===== config.mk =====
export PLATFORM = sky130hd
export DESIGN_NAME = matmul_ctrl_seq_flat
export DESIGN_NICKNAME = d
export VERILOG_FILES = /design/src/rtl/matmul_ctrl_pkg.sv /design/src/rtl/matmul_ctrl_seq_if.sv /design/src/rtl/matmul_cmd_slot.sv /design/src/rtl/matmul_ctrl_seq.sv /design/src/flat_wrapper.sv
export SDC_FILE = /design/constraint.sdc
export NUM_CORES = 1
export LEC_CHECK = 0
export BUFFER_PORTS_ARGS = -buffer_cell sky130_fd_sc_hd__buf_2
export CELL_PAD_IN_SITES_DETAIL_PLACEMENT = 2
export CELL_PAD_IN_SITES_GLOBAL_PLACEMENT = 2
export CORE_MARGIN = 2
export CORE_UTILIZATION = 38
export CTS_BUF_LIST = sky130_fd_sc_hd__clkbuf_16
export CTS_CLUSTER_DIAMETER = 50
export DETAILED_ROUTE_END_ITERATION = 16
export PLACE_DENSITY = 0.83
export SYNTH_ARGS = -nofsm -noshare
export SYNTH_HDL_FRONTEND = slang
export SYNTH_SLANG_ARGS = --single-unit

===== constraint.sdc =====
create_clock -name clk_i -period 4.5 [get_ports clk_i]
set_input_delay 0.675 -clock clk_i [delete_from_list [all_inputs] [get_ports clk_i]]
set_output_delay 0.675 -clock clk_i [all_outputs]
set_load 0.05 [all_outputs]

===== src/rtl/matmul_ctrl_pkg.sv =====
// Shared definitions for the matmul command sequencer: FSM state encoding,
// register address codes, status bit positions and control-word field offsets.
package matmul_ctrl_pkg;

    typedef enum logic [1:0] {
        ST_IDLE   = 2'd0,
        ST_LAUNCH = 2'd1,
        ST_BUSY   = 2'd2,
        ST_DONE   = 2'd3
    } seq_state_e;

    localparam logic CTRL_ADDR = 1'b0;
    localparam logic STAT_ADDR = 1'b1;

    // Control word fixed bits
    localparam int CTRL_START_BIT = 0;
    localparam int CTRL_MODE_BIT  = 1;
    localparam int CTRL_WT_LSB    = 2;

    // Status word bit positions
    localparam int STAT_BUSY_BIT = 0;
    localparam int STAT_PEND_BIT = 1;
    localparam int STAT_DONE_BIT = 2;
    localparam int STAT_OVF_BIT  = 3;
    localparam int STAT_TMO_BIT  = 4;
    localparam int STAT_CNT_LSB  = 8;

    function automatic int rt_lsb(input int tgt_w);
        return CTRL_WT_LSB + tgt_w;
    endfunction

    function automatic int n_lsb(input int tgt_w);
        return CTRL_WT_LSB + 2 * tgt_w;
    endfunction

    function automatic int k_lsb(input int tgt_w, input int dim_w);
        return n_lsb(tgt_w) + dim_w;
    endfunction

    function automatic int m_lsb(input int tgt_w, input int dim_w);
        return n_lsb(tgt_w) + 2 * dim_w;
    endfunction

    // Number of low control bits that carry start plus command fields
    function automatic int ctrl_used_bits(input int tgt_w, input int dim_w);
        return n_lsb(tgt_w) + 3 * dim_w;
    endfunction

endpackage


===== src/rtl/matmul_ctrl_seq_if.sv =====
// Bus-side register port and engine-side command/launch signals of the
// matmul command sequencer. Signal suffixes are from the sequencer's view.
//
// Handshake: wr_en_i is a single-cycle write strobe qualified by addr_i and
// data_i; there is no back-pressure, every strobe is taken on the rising edge.
// data_o is a combinational read of the register selected by addr_i and is 0
// while wr_en_i is high. calc_start_o and done_o are single-cycle pulses;
// calc_done_i is a pulse that is only observed while the engine is running.
interface matmul_ctrl_seq_if #(
    parameter int DATA_WIDTH = 16,
    parameter int DIM_WIDTH  = 2,
    parameter int TGT_WIDTH  = 2
);
    import matmul_ctrl_pkg::*;

    logic                  wr_en_i;
    logic                  addr_i;
    logic [DATA_WIDTH-1:0] data_i;
    logic [DATA_WIDTH-1:0] data_o;
    logic                  calc_done_i;
    logic                  calc_start_o;
    logic                  busy_o;
    logic                  done_o;
    logic                  mode_bit_o;
    logic [TGT_WIDTH-1:0]  write_target_o;
    logic [TGT_WIDTH-1:0]  read_target_o;
    logic [DIM_WIDTH-1:0]  n_dim_o;
    logic [DIM_WIDTH-1:0]  k_dim_o;
    logic [DIM_WIDTH-1:0]  m_dim_o;
    seq_state_e            dbg_state;

    // Bus master / engine side
    modport master (
        output wr_en_i, addr_i, data_i, calc_done_i,
        input  data_o, calc_start_o, busy_o, done_o, mode_bit_o,
               write_target_o, read_target_o, n_dim_o, k_dim_o, m_dim_o, dbg_state
    );

    // Sequencer side
    modport slave (
        input  wr_en_i, addr_i, data_i, calc_done_i,
        output data_o, calc_start_o, busy_o, done_o, mode_bit_o,
               write_target_o, read_target_o, n_dim_o, k_dim_o, m_dim_o, dbg_state
    );

endinterface


===== src/rtl/matmul_cmd_slot.sv =====
// One-deep command holding register with a valid flag. A load overwrites the
// slot and sets valid; a take clears valid. Load wins over a same-cycle take
// so a slot can be drained and refilled in one cycle.
module matmul_cmd_slot #(
    parameter int W = 8
) (
    input  logic         clk_i,
    input  logic         rst_i,
    input  logic         load_i,
    input  logic [W-1:0] load_data_i,
    input  logic         take_i,
    output logic         valid_o,
    output logic [W-1:0] data_o
);

    // Slot contents and occupancy
    always_ff @(posedge clk_i or posedge rst_i) begin
        if (rst_i) begin
            valid_o <= 1'b0;
            data_o  <= '0;
        end else if (load_i) begin
            valid_o <= 1'b1;
            data_o  <= load_data_i;
        end else if (take_i) begin
            valid_o <= 1'b0;
        end
    end

endmodule


===== src/rtl/matmul_ctrl_seq.sv =====
// Command/control sequencer for the matmul engine. Holds a staging control
// register, a one-deep pending command slot and the active command, launches
// the engine with a start pulse, waits for its done, and keeps status and a
// completed-command count.
// Optional build macro: MATMUL_CTRL_TIMEOUT_EN adds a busy watchdog that
// forces completion after TIMEOUT_CYCLES cycles without calc_done_i.
module matmul_ctrl_seq
    import matmul_ctrl_pkg::*;
#(
    parameter int DATA_WIDTH     = 16,
    parameter int DIM_WIDTH      = 2,
    parameter int TGT_WIDTH      = 2,
    parameter int CNT_WIDTH      = 8,
    parameter int TIMEOUT_CYCLES = 1024
) (
    input logic              clk_i,
    input logic              rst_i,
    matmul_ctrl_seq_if.slave bus
);

    // Commands are held without the start bit: bits [CMD_W:1] of a control word
    localparam int CMD_W = ctrl_used_bits(TGT_WIDTH, DIM_WIDTH) - 1;
    localparam int C_WT  = CTRL_WT_LSB - 1;
    localparam int C_RT  = rt_lsb(TGT_WIDTH) - 1;
    localparam int C_N   = n_lsb(TGT_WIDTH) - 1;
    localparam int C_K   = k_lsb(TGT_WIDTH, DIM_WIDTH) - 1;
    localparam int C_M   = m_lsb(TGT_WIDTH, DIM_WIDTH) - 1;

    if (DATA_WIDTH < ctrl_used_bits(TGT_WIDTH, DIM_WIDTH) || CNT_WIDTH > DATA_WIDTH - 8
        || TIMEOUT_CYCLES < 1) begin : g_bad_cfg
        $error("matmul_ctrl_seq: invalid parameter combination");
    end

    seq_state_e            state_q;
    logic                  calc_start_q, done_q, busy_q;
    logic [CMD_W-1:0]      act_q;
    logic [DATA_WIDTH-1:0] stage_q;
    logic [CNT_WIDTH-1:0]  cnt_q;
    logic                  done_stk_q, ovf_stk_q, tmo_stk;
    logic                  pend_valid;
    logic [CMD_W-1:0]      pend_cmd;
    logic [CMD_W-1:0]      wr_cmd;
    logic                  ctrl_wr, stat_wr, start_req;
    logic                  to_active, pend_take, pend_load, ovf_set;
    logic                  wd_hit, fin_evt;
    logic [DATA_WIDTH-1:0] status_w;

    assign ctrl_wr   = bus.wr_en_i && (bus.addr_i == CTRL_ADDR);
    assign stat_wr   = bus.wr_en_i && (bus.addr_i == STAT_ADDR);
    assign start_req = ctrl_wr && bus.data_i[CTRL_START_BIT];
    assign wr_cmd    = bus.data_i[CMD_W:1];

    // The pending slot drains whenever the FSM is free to launch (IDLE or DONE);
    // a start arriving in that cycle refills it instead of overflowing.
    assign pend_take = pend_valid && (state_q == ST_IDLE || state_q == ST_DONE);
    assign to_active = start_req && (state_q == ST_IDLE) && !pend_valid;
    assign pend_load = start_req && !to_active && (!pend_valid || pend_take);
    assign ovf_set   = start_req && !to_active && pend_valid && !pend_take;
    assign fin_evt   = (state_q == ST_BUSY) && (bus.calc_done_i || wd_hit);

    matmul_cmd_slot #(.W(CMD_W)) u_pend (
        .clk_i       (clk_i),
        .rst_i       (rst_i),
        .load_i      (pend_load),
        .load_data_i (wr_cmd),
        .take_i      (pend_take),
        .valid_o     (pend_valid),
        .data_o      (pend_cmd)
    );

    // Sequencer FSM with registered launch/done/busy pulses and active command
    always_ff @(posedge clk_i or posedge rst_i) begin
        if (rst_i) begin
            state_q      <= ST_IDLE;
            calc_start_q <= 1'b0;
            done_q       <= 1'b0;
            busy_q       <= 1'b0;
            act_q        <= '0;
        end else begin
            calc_start_q <= 1'b0;
            done_q       <= 1'b0;
            case (state_q)
                ST_IDLE: begin
                    if (pend_valid) begin
                        act_q        <= pend_cmd;
                        state_q      <= ST_LAUNCH;
                        calc_start_q <= 1'b1;
                        busy_q       <= 1'b1;
                    end else if (to_active) begin
                        act_q        <= wr_cmd;
                        state_q      <= ST_LAUNCH;
                        calc_start_q <= 1'b1;
                        busy_q       <= 1'b1;
                    end
                end
                ST_LAUNCH: state_q <= ST_BUSY;
                ST_BUSY: begin
                    if (fin_evt) begin
                        state_q <= ST_DONE;
                        done_q  <= 1'b1;
                        busy_q  <= 1'b0;
                    end
                end
                ST_DONE: begin
                    if (pend_valid) begin
                        act_q        <= pend_cmd;
                        state_q      <= ST_LAUNCH;
                        calc_start_q <= 1'b1;
                        busy_q       <= 1'b1;
                    end else begin
                        state_q <= ST_IDLE;
                    end
                end
                default: state_q <= ST_IDLE;
            endcase
        end
    end

    // Staging register: stores writes with the start bit cleared
    always_ff @(posedge clk_i or posedge rst_i) begin
        if (rst_i) begin
            stage_q <= '0;
        end else if (ctrl_wr) begin
            stage_q <= {bus.data_i[DATA_WIDTH-1:1], 1'b0};
        end
    end

    // Done/overflow stickies (set beats W1C) and completed-command counter
    always_ff @(posedge clk_i or posedge rst_i) begin
        if (rst_i) begin
            done_stk_q <= 1'b0;
            ovf_stk_q  <= 1'b0;
            cnt_q      <= '0;
        end else begin
            if (stat_wr && bus.data_i[STAT_DONE_BIT]) done_stk_q <= 1'b0;
            if (stat_wr && bus.data_i[STAT_OVF_BIT])  ovf_stk_q  <= 1'b0;
            if (fin_evt) done_stk_q <= 1'b1;
            if (ovf_set) ovf_stk_q  <= 1'b1;
            if ((state_q == ST_BUSY) && bus.calc_done_i) cnt_q <= cnt_q + CNT_WIDTH'(1);
        end
    end

`ifdef MATMUL_CTRL_TIMEOUT_EN
    localparam int WD_W = $clog2(TIMEOUT_CYCLES + 1);
    logic [WD_W-1:0] wd_q;
    logic            tmo_stk_q;

    assign wd_hit  = (wd_q == WD_W'(TIMEOUT_CYCLES - 1));
    assign tmo_stk = tmo_stk_q;

    // Watchdog: counts BUSY cycles, cleared whenever the FSM is elsewhere
    always_ff @(posedge clk_i or posedge rst_i) begin
        if (rst_i) begin
            wd_q <= '0;
        end else if (state_q != ST_BUSY) begin
            wd_q <= '0;
        end else if (!wd_hit) begin
            wd_q <= wd_q + WD_W'(1);
        end
    end

    // Timeout sticky: set when the watchdog forces completion
    always_ff @(posedge clk_i or posedge rst_i) begin
        if (rst_i) begin
            tmo_stk_q <= 1'b0;
        end else begin
            if (stat_wr && bus.data_i[STAT_TMO_BIT]) tmo_stk_q <= 1'b0;
            if ((state_q == ST_BUSY) && !bus.calc_done_i && wd_hit) tmo_stk_q <= 1'b1;
        end
    end
`else
    assign wd_hit  = 1'b0;
    assign tmo_stk = 1'b0;
`endif

    // Status word assembly and read mux (reads return 0 during a write)
    always_comb begin
        status_w                                = '0;
        status_w[STAT_BUSY_BIT]                 = busy_q;
        status_w[STAT_PEND_BIT]                 = pend_valid;
        status_w[STAT_DONE_BIT]                 = done_stk_q;
        status_w[STAT_OVF_BIT]                  = ovf_stk_q;
        status_w[STAT_TMO_BIT]                  = tmo_stk;
        status_w[STAT_CNT_LSB +: CNT_WIDTH]     = cnt_q;
        if (bus.wr_en_i)                       bus.data_o = '0;
        else if (bus.addr_i == CTRL_ADDR)      bus.data_o = stage_q;
        else                                   bus.data_o = status_w;
    end

    assign bus.calc_start_o   = calc_start_q;
    assign bus.done_o         = done_q;
    assign bus.busy_o         = busy_q;
    assign bus.mode_bit_o     = act_q[0];
    assign bus.write_target_o = act_q[C_WT +: TGT_WIDTH];
    assign bus.read_target_o  = act_q[C_RT +: TGT_WIDTH];
    assign bus.n_dim_o        = act_q[C_N +: DIM_WIDTH];
    assign bus.k_dim_o        = act_q[C_K +: DIM_WIDTH];
    assign bus.m_dim_o        = act_q[C_M +: DIM_WIDTH];
    assign bus.dbg_state      = state_q;

endmodule

===== src/flat_wrapper.sv =====
// flat-port wrapper written by rule: the top's interface ports become plain ports
module matmul_ctrl_seq_flat import matmul_ctrl_pkg::*;
#(
    parameter int DATA_WIDTH     = 16,
    parameter int DIM_WIDTH      = 2,
    parameter int TGT_WIDTH      = 2,
    parameter int CNT_WIDTH      = 8,
    parameter int TIMEOUT_CYCLES = 1024
)
  (clk_i, rst_i, bus_wr_en_i, bus_addr_i, bus_data_i, bus_calc_done_i, bus_data_o, bus_calc_start_o, bus_busy_o, bus_done_o, bus_mode_bit_o, bus_write_target_o, bus_read_target_o, bus_n_dim_o, bus_k_dim_o, bus_m_dim_o, bus_dbg_state);
  matmul_ctrl_seq_if #(.DATA_WIDTH(DATA_WIDTH), .DIM_WIDTH(DIM_WIDTH), .TGT_WIDTH(TGT_WIDTH)) bus_i ();
  input logic clk_i;
  input logic rst_i;
  input wire logic [$bits(bus_i.wr_en_i)-1:0] bus_wr_en_i;
  input wire logic [$bits(bus_i.addr_i)-1:0] bus_addr_i;
  input wire logic [$bits(bus_i.data_i)-1:0] bus_data_i;
  input wire logic [$bits(bus_i.calc_done_i)-1:0] bus_calc_done_i;
  output wire logic [$bits(bus_i.data_o)-1:0] bus_data_o;
  output wire logic [$bits(bus_i.calc_start_o)-1:0] bus_calc_start_o;
  output wire logic [$bits(bus_i.busy_o)-1:0] bus_busy_o;
  output wire logic [$bits(bus_i.done_o)-1:0] bus_done_o;
  output wire logic [$bits(bus_i.mode_bit_o)-1:0] bus_mode_bit_o;
  output wire logic [$bits(bus_i.write_target_o)-1:0] bus_write_target_o;
  output wire logic [$bits(bus_i.read_target_o)-1:0] bus_read_target_o;
  output wire logic [$bits(bus_i.n_dim_o)-1:0] bus_n_dim_o;
  output wire logic [$bits(bus_i.k_dim_o)-1:0] bus_k_dim_o;
  output wire logic [$bits(bus_i.m_dim_o)-1:0] bus_m_dim_o;
  output wire logic [$bits(bus_i.dbg_state)-1:0] bus_dbg_state;
  assign bus_i.wr_en_i = bus_wr_en_i;
  assign bus_i.addr_i = bus_addr_i;
  assign bus_i.data_i = bus_data_i;
  assign bus_i.calc_done_i = bus_calc_done_i;
  assign bus_data_o = bus_i.data_o;
  assign bus_calc_start_o = bus_i.calc_start_o;
  assign bus_busy_o = bus_i.busy_o;
  assign bus_done_o = bus_i.done_o;
  assign bus_mode_bit_o = bus_i.mode_bit_o;
  assign bus_write_target_o = bus_i.write_target_o;
  assign bus_read_target_o = bus_i.read_target_o;
  assign bus_n_dim_o = bus_i.n_dim_o;
  assign bus_k_dim_o = bus_i.k_dim_o;
  assign bus_m_dim_o = bus_i.m_dim_o;
  assign bus_dbg_state = bus_i.dbg_state;
  matmul_ctrl_seq #(.DATA_WIDTH(DATA_WIDTH), .DIM_WIDTH(DIM_WIDTH), .TGT_WIDTH(TGT_WIDTH), .CNT_WIDTH(CNT_WIDTH), .TIMEOUT_CYCLES(TIMEOUT_CYCLES)) u_core (.clk_i(clk_i), .rst_i(rst_i), .bus(bus_i));
endmodule

* Word level (Yosys, flattened, before mapping)
Index checks and enable logic that the tools add are counted.
Word-level totals: logic and storage cells 74, register bits after elaboration 53, output and inout port bits 32, input bits 21, bits in latches 0, memories 0, ROM bits 0, memory bits (writable) 0
Operators by class: reductions and logical operators 27, divide/modulo/power cells 0, add/sub/neg operators 1, eq/ne operators 6, bitwise gates (word level) 1, shift operators 0, multipliers 0, mux-type cells 28, magnitude comparators 0
Operators with widths (count):
- 11-bit 2-to-1 mux | 3
- 16-bit 2-to-1 mux | 2
- 11-bit one-hot mux with 2 select lines | 1
- 1-bit 2-to-1 mux | 16
- 1-bit logical AND | 13
- 8-bit by 1-bit adder with 8-bit output, second input constant | 1
- 2-bit one-hot mux with 4 select lines | 1
- 2-bit nonzero test | 4
- 2-bit 2-to-1 mux | 3
- 2-bit equality test, second input constant | 2
- 4-bit AND reduction | 1
- 1-bit logical NOT | 3
- 3-bit by 2-bit inequality test with 1-bit output, second input constant | 1
- 1-bit one-hot mux with 3 select lines | 1
- 3-bit AND reduction | 1
- 3-bit nonzero test | 1
- 2-bit by 1-bit equality test with 1-bit output, second input constant | 1
- 2-bit logical NOT | 1
- 1-bit logical OR | 2
- 2-bit by 1-bit inequality test with 1-bit output, second input constant | 1
- 2-bit inequality test, second input constant | 1
- 1-bit one-hot mux with 2 select lines | 1
- 2-bit AND reduction | 1
- 1-bit NOT | 1

* Depth between registers and ports, before layout
word-level depth 10, gate-level depth with buffers 6, depth with buffers taken out 6

* Hierarchy
From an unflattened synthesis, not the netlist that was laid out.
Unflattened totals: cells, all modules 201, area, all modules 2715.1 sq um
Modules (own cells, without submodules):
- matmul_ctrl_seq | instances 1, area each 2229.6 sq um, cells an instance 174
- matmul_cmd_slot | instances 1, area each 485.5 sq um, cells an instance 27

* Worst setup path after synthesis
OpenSTA, ideal clock, no wires.
path type input -> output, from input bus_addr_i, to output bus_data_o[8], arrival 1851 ps, stages 4, setup slack 1974 ps, path through buf_2 -> buf_2 -> mux2i_1 -> nor2_1
Between the ends: cells in the longest elaborated chain, start to end 2
RTL lines:
- from (decl) | line flat_wrapper.sv:15 | input wire logic [$bits(bus_i.addr_i)-1:0] bus_addr_i;
- 16-bit 2-to-1 mux | line matmul_ctrl_seq.sv:186 | else if (bus.addr_i == CTRL_ADDR) bus.data_o = stage_q;
- 16-bit 2-to-1 mux | line matmul_ctrl_seq.sv:185 | if (bus.wr_en_i) bus.data_o = '0;
- to (decl) | line flat_wrapper.sv:18 | output wire logic [$bits(bus_i.data_o)-1:0] bus_data_o;
No other way between the ends.

* Final worst setup path
from register u_core.state_q[0], in the netlist u_core.bus.dbg_state[0], to register u_core.act_q[9]
Between the ends: cells in the longest elaborated chain, start to end 5, elaborated cells between the ends (all ways) 9, classes of those cells eq/ne: 3; mux: 1; reduce/logical: 5
RTL lines:
- from (decl) | line matmul_ctrl_seq.sv:34 | seq_state_e state_q;
- from (signal assigned) | line matmul_ctrl_seq.sv:74 | state_q <= ST_IDLE;
- from (signal assigned) | line matmul_ctrl_seq.sv:86 | state_q <= ST_LAUNCH;
- from (signal assigned) | line matmul_ctrl_seq.sv:91 | state_q <= ST_LAUNCH;
- 2-bit logical NOT | line matmul_ctrl_seq.sv:56, matmul_ctrl_seq.sv:82
- 1-bit logical AND (2 in a row) | line matmul_ctrl_seq.sv:56 | assign to_active = start_req && (state_q == ST_IDLE) && !pend_valid;
- 3-bit by 2-bit inequality test with 1-bit output (no line)
- 3-bit AND reduction (no line)
- to (signal assigned) | line matmul_ctrl_seq.sv:85 | act_q <= pend_cmd;
- to (signal assigned) | line matmul_ctrl_seq.sv:90 | act_q <= wr_cmd;
- to (signal assigned) | line matmul_ctrl_seq.sv:106 | act_q <= pend_cmd;
- to (decl) | line matmul_ctrl_seq.sv:36 | logic [CMD_W-1:0] act_q;
Several ways; a longest one is shown, not always the timed one. A chain may end at the register's enable or synchronous reset.

==> summary.md <==
| Metric | Value |
|---|---|
| Worst Hold Path EP | u_core.cnt_q[7]$_DFFE_PP0P_ |
| DIE WIDTH | 85.6 um |
| Shortest period the worst path allows | 2.56 ns |
| DRT antenna net count | 0 |
| Crit start category | flop |
| Most numerous cell in the Yosys netlist | dfrtp_1 |
| Post-synthesis mux area share | 0.181 |
| FF-to-FF path depth | 4 |
| Hold slack | 0.490 ns |
| Post-Syn Area | 2530 um^2 |
| Area added between synthesis and finish | 19.4% |
| Cts bufs inserted | 5 |
| Clock Path Buffers | 2 |
| First-pass DRT Iterations | 4 |
| Min-delay src | u_core.cnt_q[7]$_DFFE_PP0P_ |
| RSZ-0062 raised after global routing | no |
| Post-synthesis compound-gate area fraction | 0.105 |
| CTS tree | yes |
| Largest fanout on the critical path | 12 |
| H-tree levels | 2 |
| Register area share after synthesis | 0.524 |
| Io pins | 53 |
| Diode count | 0 |
| Initial antenna violation count | 0 |
| Gpl congestion | 0.730 |
| Critical Path Slowest Stage Cell | a21oi_1 |
| Die area | 7330 um^2 |
| First-pass GRT wire length | 11.3 mm |
| Worst reg2reg endpoint | u_core.act_q[9]$_DFFE_PP0P_ |
| Root buffer cell | clkbuf_16 |
| Synth area leaders | dfrtp_1, mux2_2, mux2_4 |
| VDD IR-drop max | 0.370 mV |
| Wirelength per Cell | 20.7 um |
| Synth Area in Adders | 0.0297 |
| Leakage power | 0.00144 uW |
| Slew at the pin with the worst max-slew slack | 0.957 ns |
| Tot Pwr | 2230 uW |
| Chip Height | 85.6 um |
| Largest stage delay, worst path | 0.97 ns |
| Row cnt | 29 |
| Worst Hold Depth | 1 |
| Layout cells sized above 1 | 0.362 |
| Setup WS pre-CTS | 1.73 ns |
| Synth Register Bits | 53 |
| Crit share post-route | 0.568 |
| Vias per cell | 5.47 |
| Hold Vio Cnt, Final | 0 |
| Largest net degree at the start of global routing | 54 |
| Grt total ovfl | 0 |
| Detailed placement HPWL | 4.78 mm |
| Net count after synthesis | 232 |
| Clock slew at reported path FFs | 0.07 ns |
| Total GRT Usage | 0.202 |
| Yosys top cell area share | 0.524 |
| Max-slew headroom | 0.362 |
| Effective utilization at floorplan | 0.396 |
| Worst Setup End Kind | flop |
| Remaining DRCs | 0 |
| Vias | 1811 |
| Max-slew violations | 0 |
| Synth area leader | dfrtp_1 |
| R2r setup slk | 1.94 ns |
| Iter 0 DRT Violations | 63 |
| Final nets | 280 |
| Distinct cell type count after synthesis | 34 |
| PD cells | 737 nW/um^2 |
| Worst Skew | 0.00368 ns |
| Setup Viol. Count Final | 0 |
| Largest family of logic cells by synthesized area | multiplexers |
| CP cell instances | ha_1, nand4bb_1, a21oi_1, o21a_1 |
| Post-CTS sizing | 0 |
| Setup Buffers After CTS | 0 |
| Critical path arrival | 2.79 ns |
| Async set-or-reset flop fraction in the synthesized netlist | 1.00 |
| Core area | 6390 um^2 |
| EDFF count, synth | 0 |
| Clock sinks | 53 |
| Crit Reg-Reg Startpoint | u_core.bus.dbg_state[0]$_DFFE_PP0P_ |
| Worst EP required | 4.73 ns |
| Simple-Gate Fraction of Synth Area | 0.102 |
| Status | finished clean |
| Total Wirelength | 6.85 mm |
| XOR/XNOR Fraction of Synth Area | 0.0242 |
| Fmax | 0.391 GHz |
| PnR worst setup slack | 1.94 ns |
| Crit path kind | flop to flop |
| Max-Cap Viols | 0 |
| Skew-Pair Late Insertion Delay | 0.29 ns |
| Commonest cells post-synth | dfrtp_1, mux2_2, nor2_1 |
| Syn Area/Cell | 12.3 um^2 |
| I/O Buffers | 52 |
| Via count of the first global-routing pass | 2037 |
| Top FF cell, synth | dfrtp_1 |
| Synth Instances | 205 |
| Hold buffer count at CTS | 0 |
| Hold Crit Class | flop to flop |
| Syn. warnings | 0 |
| Final Core Density | 0.473 |
| Setup_tns | 0 ns |
## area by class of cell
cell class              count  area [um^2]
well taps                  77         96.3
clock buffers               5          125
flip-flops and latches     53         1330
fillers                   669         3360
repair buffers             53          268
multi-input cells         134         1120
clock inverters             3         65.1
inverters                   6         22.5
## worst max-delay path by stage
stage	from	end	slack (ns)	cells after the start
after CTS	u_core.bus.dbg_state[0]$_DFFE_PP0P_	u_core.act_q[9]$_DFFE_PP0P_	1.93	4
final	u_core.bus.dbg_state[0]$_DFFE_PP0P_	u_core.act_q[9]$_DFFE_PP0P_	1.94	4
after detailed placement	bus_addr_i	u_core.act_q[9]$_DFFE_PP0P_	1.73	4
after global placement	bus_addr_i	u_core.act_q[9]$_DFFE_PP0P_	1.90	4
after global routing	u_core.bus.dbg_state[0]$_DFFE_PP0P_	u_core.act_q[10]$_DFFE_PP0P_	1.74	4
after floorplan	bus_addr_i	bus_data_o[8]	1.97	4
## through the flow
stage | instance area (um^2) | std cells
5_1_grt | 3020 | 331
2_1_floorplan | 2530 | 205
6_report | 3020 | 331
4_1_cts | 3020 | 331
3_3_place_gp | 2830 | 323
3_5_place_dp | 2830 | 323
## power by group
part           internal (uW)  switching [uW]  total, uW
clock network            318             180        498
registers                649             141        790
logic                    334             606        940
total                   1300             926       2230
## cells in the final DEF, fill, tap and decap left out, types with 2 or more instances in the layout
master | synthesis | routed
buf_2 | 9 | 52
nand4_1 | 4 | 4
mux2_4 | 9 | 9
clkbuf_16 | 0 | 5
nand2_1 | 11 | 11
nand2b_1 | 3 | 3
mux2i_1 | 11 | 11
mux2_2 | 19 | 19
a21oi_1 | 3 | 3
bufinv_16 | 0 | 2
xnor2_1 | 7 | 7
ha_1 | 6 | 6
nor2b_1 | 2 | 2
o21ai_0 | 3 | 2
and2_1 | 4 | 4
o21a_1 | 11 | 11
o32a_1 | 11 | 11
dfrtp_1 | 53 | 53
nor2_1 | 16 | 16
inv_1 | 6 | 5
## metal layers
| layer | part of all wire | track usage | vias up |
|---|---|---|---|
| met5 | 0 | 0 | - |
| met4 | 0.029 | 0.0880 | 0 |
| met3 | 0.036 | 0.0404 | 16 |
| met2 | 0.50 | 0.337 | 45 |
| met1 | 0.43 | 0.254 | 928 |
| li1 | - | - | 822 |
## sequential cells by signal, summed over array words and instances, names as in the netlist
name,count
u_core.stage_q,15
u_core.act_q,11
u_core.u_pend.data_o,11
u_core.cnt_q,8
u_core.bus.dbg_state,2
u_core.bus.busy_o,1
u_core.bus.calc_start_o,1
u_core.bus.done_o,1
u_core.done_stk_q,1
u_core.ovf_stk_q,1
u_core.u_pend.valid_o,1
## worst max-delay path: cells and delay by family (launching register included)
kind	cells	cell delay [ns]
AOI/OAI and AO/OA	2	1.17
adders and majority gates	1	0.28
DFF	1	0.43
and+or+nand+nor	1	0.61
## logic make-up after synthesis
| group | after synthesis |
|---|---|
| flops | 53 |
| simple gates | 49 |
| mux | 39 |
| compound gates | 33 |
| buf+inv | 18 |
| xor+xnor | 7 |
| fa+ha+maj | 6 |
Power figures use the tool's default switching activity.
